<file path="src/rtl/crc_serial_enc.sv">
// Bit-serial CRC encoder: accepts one DATA_W-bit word over valid/ready, divides it MSB-first
// by POLY one bit per clock, then presents the remainder and the systematic codeword.
module crc_serial_enc #(
   parameter int                 DATA_W = 8,
   parameter int                 CRC_W  = 8,
   parameter logic [CRC_W-1:0]   POLY   = 8'h07,
   parameter logic [CRC_W-1:0]   INIT   = '0
) (
   input  logic                      i_clk,
   input  logic                      i_rst_n,
   input  logic                      i_clear,
   input  logic                      i_valid,
   input  logic [DATA_W-1:0]         i_data,
   output logic                      o_ready,
   output logic [CRC_W-1:0]          o_crc_code,
   output logic [DATA_W+CRC_W-1:0]   o_codeword,
   output logic                      o_crc_done
);

   localparam int                CNT_W    = $clog2(DATA_W + 1);
   localparam logic [CNT_W-1:0]  LAST_CNT = CNT_W'(DATA_W - 1);

   typedef enum logic [1:0] {
      ST_IDLE  = 2'd0,
      ST_SHIFT = 2'd1,
      ST_DONE  = 2'd2
   } state_t;

   state_t                   state_r;
   state_t                   next_s;
   logic [DATA_W-1:0]        data_r;
   logic [DATA_W-1:0]        msg_r;
   logic [CRC_W-1:0]         crc_r;
   logic [CNT_W-1:0]         cnt_r;
   logic [CRC_W-1:0]         crc_nxt_s;
   logic                     accept_s;
   logic                     last_s;
   logic [CRC_W-1:0]         crc_code_r;
   logic [DATA_W+CRC_W-1:0]  codeword_r;
   logic                     done_r;

   // One LFSR division step: shift left, fold in POLY when the feedback bit is set.
   function automatic logic [CRC_W-1:0] crc_step(input logic [CRC_W-1:0] crc,
                                                 input logic             bit_in);
      logic fb;
      fb       = crc[CRC_W-1] ^ bit_in;
      crc_step = {crc[CRC_W-2:0], 1'b0} ^ (fb ? POLY : {CRC_W{1'b0}});
   endfunction

   // Next-state decode; i_clear overrides everything, including an IDLE accept.
   always_comb begin
      next_s    = state_r;
      accept_s  = 1'b0;
      last_s    = 1'b0;
      crc_nxt_s = crc_step(crc_r, data_r[DATA_W-1]);
      if (i_clear) begin
         next_s = ST_IDLE;
      end else begin
         case (state_r)
            ST_IDLE: begin
               if (i_valid) begin
                  accept_s = 1'b1;
                  next_s   = ST_SHIFT;
               end else begin
                  next_s = ST_IDLE;
               end
            end
            ST_SHIFT: begin
               if (cnt_r == LAST_CNT) begin
                  last_s = 1'b1;
                  next_s = ST_DONE;
               end else begin
                  next_s = ST_SHIFT;
               end
            end
            ST_DONE: next_s = ST_IDLE;
            default: next_s = ST_IDLE;
         endcase
      end
   end

   // State register.
   always_ff @(posedge i_clk or negedge i_rst_n) begin
      if (!i_rst_n) begin
         state_r <= ST_IDLE;
      end else begin
         state_r <= next_s;
      end
   end

   // Division datapath: load on accept, one message bit per SHIFT cycle.
   always_ff @(posedge i_clk or negedge i_rst_n) begin
      if (!i_rst_n) begin
         data_r <= {DATA_W{1'b0}};
         msg_r  <= {DATA_W{1'b0}};
         crc_r  <= {CRC_W{1'b0}};
         cnt_r  <= {CNT_W{1'b0}};
      end else if (i_clear) begin
         cnt_r <= {CNT_W{1'b0}};
      end else if (accept_s) begin
         data_r <= i_data;
         msg_r  <= i_data;
         crc_r  <= INIT;
         cnt_r  <= {CNT_W{1'b0}};
      end else if (state_r == ST_SHIFT) begin
         data_r <= data_r << 1;
         crc_r  <= crc_nxt_s;
         cnt_r  <= cnt_r + CNT_W'(1);
      end else begin
         cnt_r <= cnt_r;
      end
   end

   // Result registers: captured on the final shift so they are valid throughout DONE.
   always_ff @(posedge i_clk or negedge i_rst_n) begin
      if (!i_rst_n) begin
         crc_code_r <= {CRC_W{1'b0}};
         codeword_r <= {(DATA_W+CRC_W){1'b0}};
         done_r     <= 1'b0;
      end else begin
         done_r <= last_s;
         if (last_s) begin
            crc_code_r <= crc_nxt_s;
            codeword_r <= {msg_r, crc_nxt_s};
         end else begin
            crc_code_r <= crc_code_r;
         end
      end
   end

   assign o_ready    = (state_r == ST_IDLE);
   assign o_crc_code = crc_code_r;
   assign o_codeword = codeword_r;
   assign o_crc_done = done_r;

endmodule

</file>
<file path="config.mk">
export PLATFORM = sky130hd
export DESIGN_NAME = crc_serial_enc
export DESIGN_NICKNAME = d
export VERILOG_FILES = /design/src/rtl/crc_serial_enc.sv
export SDC_FILE = /design/constraint.sdc
export NUM_CORES = 1
export LEC_CHECK = 0
export ABC_AREA = 1
export ABC_CLOCK_PERIOD_IN_PS = 2900
export CORE_MARGIN = 3
export CORE_UTILIZATION = 30
export DETAILED_ROUTE_END_ITERATION = 8
export SKIP_CTS_REPAIR_TIMING = 1
export SLEW_MARGIN = 20
export SYNTH_ARGS = -nofsm -noshare
export SYNTH_HDL_FRONTEND = slang
export SYNTH_SLANG_ARGS = --single-unit
</file>
<file path="constraint.sdc">
create_clock -name i_clk -period 2.9 [get_ports i_clk]
set_input_delay 0.29 -clock i_clk [delete_from_list [all_inputs] [get_ports i_clk]]
set_output_delay 0.29 -clock i_clk [all_outputs]
set_load 0.05 [all_outputs]
</file>
# Word level (Yosys, flattened, before mapping)
# Cells that the tools add are included.
[word_totals]
regBits = 55
[op_classes]
bitwise = 3
n_eq_ne = 2
muxes = 18
n_reduce_logical = 5
add_sub_neg = 1
[ops]
columns = ["op", "n"]
rows = [
  ["$mux 8", 4],
  ["$mux 4", 3],
  ["$xor 8x3->8", 1],
  ["$mux 1", 7],
  ["$add 4x1->4 const B", 1],
  ["$eq 4x3->1 const B", 1],
  ["$mux 2", 2],
  ["$pmux 2 s2", 1],
  ["$reduce_and 2->1", 2],
  ["$mux 3", 1],
  ["$reduce_bool 3->1", 1],
  ["$eq 2x1->1 const B", 1],
  ["$logic_not 2->1", 1],
  ["$reduce_bool 2->1", 1],
  ["$not 1->1", 1],
  ["$xor 1x1->1", 1],
]

# Longest topological paths before layout
# Gate-level depths: netlist of run 1.
[depth]
ltp_word = 5
mapped_depth = 8

# Worst setup path before layout of run 1
# No wires, ideal clock.
[synth_timing]
path_kind = "register to register"
start = "register state_r[1]"
end = "register msg_r[2]"
path_buffers = 2
arrival_ns = 1.749
required_ns = 2.782
setup_time_ns = 0.118
setup_slack_ns = 1.033
stages_incl_launch_ff = 7
path_cell_list = "dfrtp_1 -> nor2_1 -> nand3_2 -> buf_6 -> buf_6 -> nand2_1 -> nand2_1"
[synth_between]
elab_chain_len = 4
[synth_lines]
columns = ["item", "line", "text"]
rows = [
  ["start: declaration", "29", "state_t state_r;"],
  ["start signal: assignment", "87", "state_r <= next_s;"],
  ["$logic_not 2->1", "-", ""],
  ["via o_ready", "14", "output logic o_ready,"],
  ["$mux 1", "59", "case (state_r)"],
  ["$mux 1", "56", "if (i_clear) begin"],
  ["$reduce_and 2->1 (no source line)", "-", ""],
  ["end signal: assignment", "95", "msg_r <= {DATA_W{1'b0}};"],
  ["end signal: assignment", "102", "msg_r <= i_data;"],
  ["end: declaration", "32", "logic [DATA_W-1:0] msg_r;"],
]
# The timed path passes the listed nets, and every way through them passes these cells.
# A chain may end at the register's enable or synchronous reset.

# Final worst setup path of run 1
[layout_timing]
start = "register state_r[1]"
end = "output o_ready"
[layout_between]
elab_chain_len = 1
[layout_lines]
columns = ["item", "line", "text"]
rows = [
  ["$logic_not 2->1", "131", "assign o_ready = (state_r == ST_IDLE);"],
  ["end: declaration", "14", ""],
]
# No other way between the ends.

==> impl_results.md, run 1 <==
* Outcome: finished, violations left
* Violated checks: hold timing
* Hold Path Class: in2async
* Slew Viols, Final at 0
* Antenna violations before repair at 0
* Total wire length at 3660 um
* Vias in the first global route at 1486
* Site row count at 29
* CP Class: reg2out
* CTS tree: yes
* N_diodes at 0
* Area delta synth->final at 22.7%
* Cell taking the most area after synthesis: dfrtp_1
* CP arrival at 1.84 ns
* Post-synth cell types at 22
* Top sig layer: met4
* Gpl congestion at 0.731
* Cell count after synthesis at 224
* PwrDens at 566 nW/um^2
* Fin nets at 268
* Crit. End Element: primary output
* Period utilization at 0.735
* Setup Skew at 0.00827 ns
* Tot Pwr at 0.00140 W
* Final setup fails at 0
* Buffers added on ports at 37
* Share of layout cells above drive strength 1 at 0.0588
* Peak Freq at 469 MHz
* Post-DP HPWL at 2580 um
* Starting Density at 0.313
* Slew @ Worst Pin at 0.595 ns
* Slew margin rel. at 0.603
* Cell Area, Synth at 2010 sq um
* DR pass1 iterations at 4
* Reg-to-reg startpoint: state_r[1]
* Drt initial violations at 72
* Die H at 87.9 um
* Metal-1 WL at 1780 um
* Core Footprint at 6420 sq um
* Max-Cap Viols at 0
* Worst VDD drop at 0.180 mV
* Most frequent cells in the layout: 97 x nand2_1, 47 x dfrtp_1, 36 x clkdlybuf4s50_1
* Final Util at 0.384
* Most common cell after layout, fill and taps aside: nand2_1
* Clock buffer depth at 2
* Sequential share of the synthesized area at 0.585
* Vias at 1462
* Area share of the largest cell type after synthesis at 0.585
* Fill count at 672
* Setup TNS at 0 ns
* Grt ovf at 0
* Tmin final at 2.13 ns
* Syn. warnings at 0
* DRC at 0
* Overall routing resource usage at 0.106
* Final count of hold timing violations at 8
* First-pass GRT wire length at 6510 um
* Die Width at 87.9 um
* Worst skew pair latency at 0.29 ns
* Crit start category: flop
* Sink Count at 47
* Root Driver: clkbuf_8
* Clock buffer count from CTS at 5
* Wire per inst at 11.0 um
* Setup WS post-layout at 0.768 ns
* Routed wl met3 at 147 um
* WP data required at 2.61 ns
* Setup slack after placement at 0.971 ns
* Via/cell ratio at 4.40
* Synth Net Count at 237
* # IOs at 38
* RSZ-0062 raised after global routing: false
* Worst hold margin at -0.0147 ns
* Post-route ant nets at 0
* Synth Area per Inst at 8.98 sq um
* Crit. Startpoint: state_r[1]
* Worst-path maximum fanout at 4
* Largest net degree at the start of global routing at 48
* FF+latch count, synth at 47
* Top cells by area, synth: dfrtp_1 58%, nand2_1 18%, nand3_1 5.0%
* Met2 wire len at 1720 um
* Die ar. at 7720 sq um
* Reg clk slew, reported paths at 0.08 ns
* Leak at 1.25 nW
* Number of H-tree levels at 2
-- synthesized netlist by cell type --
cell type and instances:
buf_2 1, o22ai_1 5, clkinv_1 1, ha_1 1
nand4_1 1, inv_1 15, inv_2 1, nor2_8 1
dfrtp_1 47, nand3_1 20, buf_4 8, o21ai_0 6
nor3_1 1, nor2_4 1, nand3_2 2, buf_6 4
nor2_1 8, nand2_4 1, nand2_1 97, inv_4 1
nor3b_1 1, clkinv_2 1
-- worst paths after layout --
kind	endpoint	slack (ns)	cells after the start
max in group asynchronous	o_codeword[14]	2.49	1
hold / removal	o_crc_code[5]	-0.01	1
setup / recovery	o_ready	0.77	2
min in group i_clk	o_codeword[8]	0.48	2
hold reg to reg	o_codeword[8]	0.48	2
setup reg to reg	crc_r[1]	1.16	4
-- worst max-delay path, stage by stage (launching register included) --
cell	delay, ns
dfrtp_1	0.42
nor2_1	0.26
clkdlybuf4s50_1	0.86
-- final cells by class --
cell class / count / area, sq um / share of cell area
clock buffers: 6 / 72.6 / 0.0294
clock inverters: 1 / 30.0 / 0.0122
inverters: 19 / 75.1 / 0.0304
multi-input cells: 145 / 649 / 0.263
flip-flops and latches: 47 / 1180 / 0.477
well taps: 77 / 96.3 / 0.0390
repair buffers: 37 / 368 / 0.149
-- sequential cells by signal (all words and copies together), names as in the netlist --
name        cells
cnt_r           4
crc_r           8
data_r          8
msg_r           8
o_codeword      9
o_crc_code      7
o_crc_done      1
state_r         2
-- per-stage QoR --
stage | instances | instance area [sq um]
after floorplan | 224 | 2010
after global placement | 325 | 2360
after detailed placement | 325 | 2360
after CTS | 332 | 2460
after global routing | 332 | 2470
final | 332 | 2470
-- per-layer routing --
metal,vias up,GRT usage
li1,755,-
met3,4,0.0320
met1,673,0.134
met5,-,0
met2,30,0.177
met4,0,0.0293
-- cells by family after synthesis --
logic type | after synthesis | synth area share
AND/OR/NAND/NOR | 133 | 0.286
flip-flops | 47 | 0.585
buffers and inverters | 32 | 0.0921
AO/OA/AOI/OAI | 11 | 0.0305
adder cells (fa/ha/maj) | 1 | 0.00622
-- where the power goes --
| part | internal, W | switching (W) |
|---|---|---|
| Combinational | 0.0000666 | 0.000110 |
| Sequential | 0.000727 | 0.0000393 |
| Clock | 0.000253 | 0.000201 |
Note: power is estimated with default switching activity, not from simulation.
==> run 2: changes to the inputs <==
Settings changed: ABC_CLOCK_PERIOD_IN_PS 2900 to 2000.
Clock period 2.9 ns to 2 ns, I/O delays scaled along.
==> run 2 against run 1 <==
Effect of this change: the flow still finishes with violations (hold timing); worst hold slack better by 0.0041 ns; total power grew 57%; sequential share of layout area shrank 0.90 points; count of clock-buffer cells in the layout unchanged; register-to-register slack got worse by 0.79 ns; cell count grew 1.2%; non-clock buffer count increased by 3; highest routed layer unchanged.
==> impl_results.md, run 2 (synthesized netlist as in run 1, its figures left out) <==
* Pint at 0.00165 W
* Die ar. at 7720 sq um
* Wire per inst at 11.3 um
* CP Cell Sequence: clkdlybuf4s50_1
* Site row count at 29
* Post-DP HPWL at 2610 um
* Worst skew pair latency at 0.30 ns
* Clock buffer count from CTS at 5
* Max reg flops at 9
* Fin nets at 271
* Peak Freq at 593 MHz
* N_diodes at 0
* Most frequent cells in the layout: 97 x nand2_1, 47 x dfrtp_1, 35 x clkdlybuf4s50_1
* Clk pwr share at 0.373
* Largest net degree at the start of global routing at 48
* Slew Viols, Final at 0
* Share of layout cells above drive strength 1 at 0.0772
* Critical path's top delay family: buffers and inverters
* Violated checks: hold timing
* Most common cell after layout, fill and taps aside: nand2_1
* Final setup fails at 0
* Buf/Inv on CP at 1
* Setup Skew at 0.00696 ns
* Setup TNS at 0 ns
* Vias at 1493
* Total wire length at 3800 um
* CP arrival at 1.49 ns
* # IOs at 38
* Vias in the first global route at 1503
* Max-Cap Viols at 0
* DR pass1 iterations at 4
* Overall routing resource usage at 0.112
* Worst-path maximum fanout at 3
* Gpl congestion at 0.754
* Worst VDD drop at 0.389 mV
* Slew @ Worst Pin at 0.609 ns
* Die Width at 87.9 um
* CP Class: reg2out
* CTS tree: yes
* Crit. End Element: primary output
* First-pass GRT wire length at 6660 um
* Crit-path slowest cell: clkdlybuf4s50_1
* Leak at 1.28 nW
* Period utilization at 0.843
* Final count of hold timing violations at 13
* Drt initial violations at 83
* Core Footprint at 6420 sq um
* Area delta synth->final at 25.1%
* Starting Density at 0.313
* Sink Count at 47
* Sw frac at 0.244
* Buffers added on ports at 37
* Die H at 87.9 um
* Hold Path Class: in2async
* Antenna violations before repair at 0
* WP data required at 1.80 ns
* Fill count at 659
* Comb power frac at 0.119
* RSZ-0062 raised after global routing: false
* Post-route ant nets at 0
* Grt ovf at 0
* Tmin final at 1.69 ns
* Clock buffer depth at 2
* Number of H-tree levels at 2
* DRC at 0
* Reg clk slew, reported paths at 0.09 ns
* Outcome: finished, violations left
* Sw power at 0.000534 W
* Crit start category: flop
* PwrDens at 869 nW/um^2
* Worst hold margin at -0.0106 ns
* Root Driver: clkbuf_8
* Slew margin rel. at 0.594
* Sequential power share at 0.509
* Slowest stage delay, CP at 0.81 ns
* Via/cell ratio at 4.44
==> run 2: final cells by class <==
class / count / area (sq um) / area share
multi-input cells: 145 / 649 / 0.258
well taps: 77 / 96.3 / 0.0383
flip-flops and latches: 47 / 1180 / 0.468
inverters: 19 / 75.1 / 0.0299
clock inverters: 2 / 60.1 / 0.0239
repair buffers: 40 / 385 / 0.153
clock buffers: 6 / 72.6 / 0.0289
==> run 2: worst paths after layout <==
path / depth (start not counted) / start / end / slack, ns
setup / recovery: 1 / o_crc_code[6] / o_crc_code[6] / 0.31
hold / removal: 2 / i_rst_n / o_crc_code[6] / -0.01
setup reg to reg: 4 / state_r[1] / crc_r[1] / 0.37
hold reg to reg: 2 / o_codeword[10] / o_codeword[10] / 0.47
max in group asynchronous: 2 / i_rst_n / o_codeword[14] / 1.60
min in group i_clk: 2 / o_codeword[10] / o_codeword[10] / 0.47
==> run 2: metrics by stage <==
| stage | power [W] | area (sq um) | worst slack (ns) | utilization | instances |
|---|---|---|---|---|---|
| 5_1_grt | 0.00232 | 2510 | 0.235 | 0.392 | 336 |
| 3_5_place_dp | 0.00139 | 2380 | 0.318 | 0.371 | 328 |
| 4_1_cts | 0.00222 | 2510 | 0.297 | 0.392 | 336 |
| 2_1_floorplan | 0.00130 | 2010 | 0.133 | - | 224 |
| 6_report | 0.00219 | 2510 | 0.314 | 0.392 | 336 |
| 3_3_place_gp | 0.00139 | 2380 | 0.353 | 0.371 | 328 |
==> run 2: power by group through the flow <==
stage               combinational, W  sequential [W]  clock, W
detailed placement          0.000263         0.00113         0
floorplan                   0.000186         0.00112         0
finish                      0.000259         0.00111  0.000815
global placement            0.000260         0.00113         0
global route                0.000305         0.00113  0.000884
CTS                         0.000265         0.00111  0.000846
==> run 2: per-layer routing <==
metal / vias up / share of wire / GRT usage
met5: - / 0 / 0
met4: 0 / 0.018 / 0.0488
met3: 7 / 0.043 / 0.0376
met2: 29 / 0.45 / 0.175
met1: 698 / 0.49 / 0.142
li1: 759 / - / -
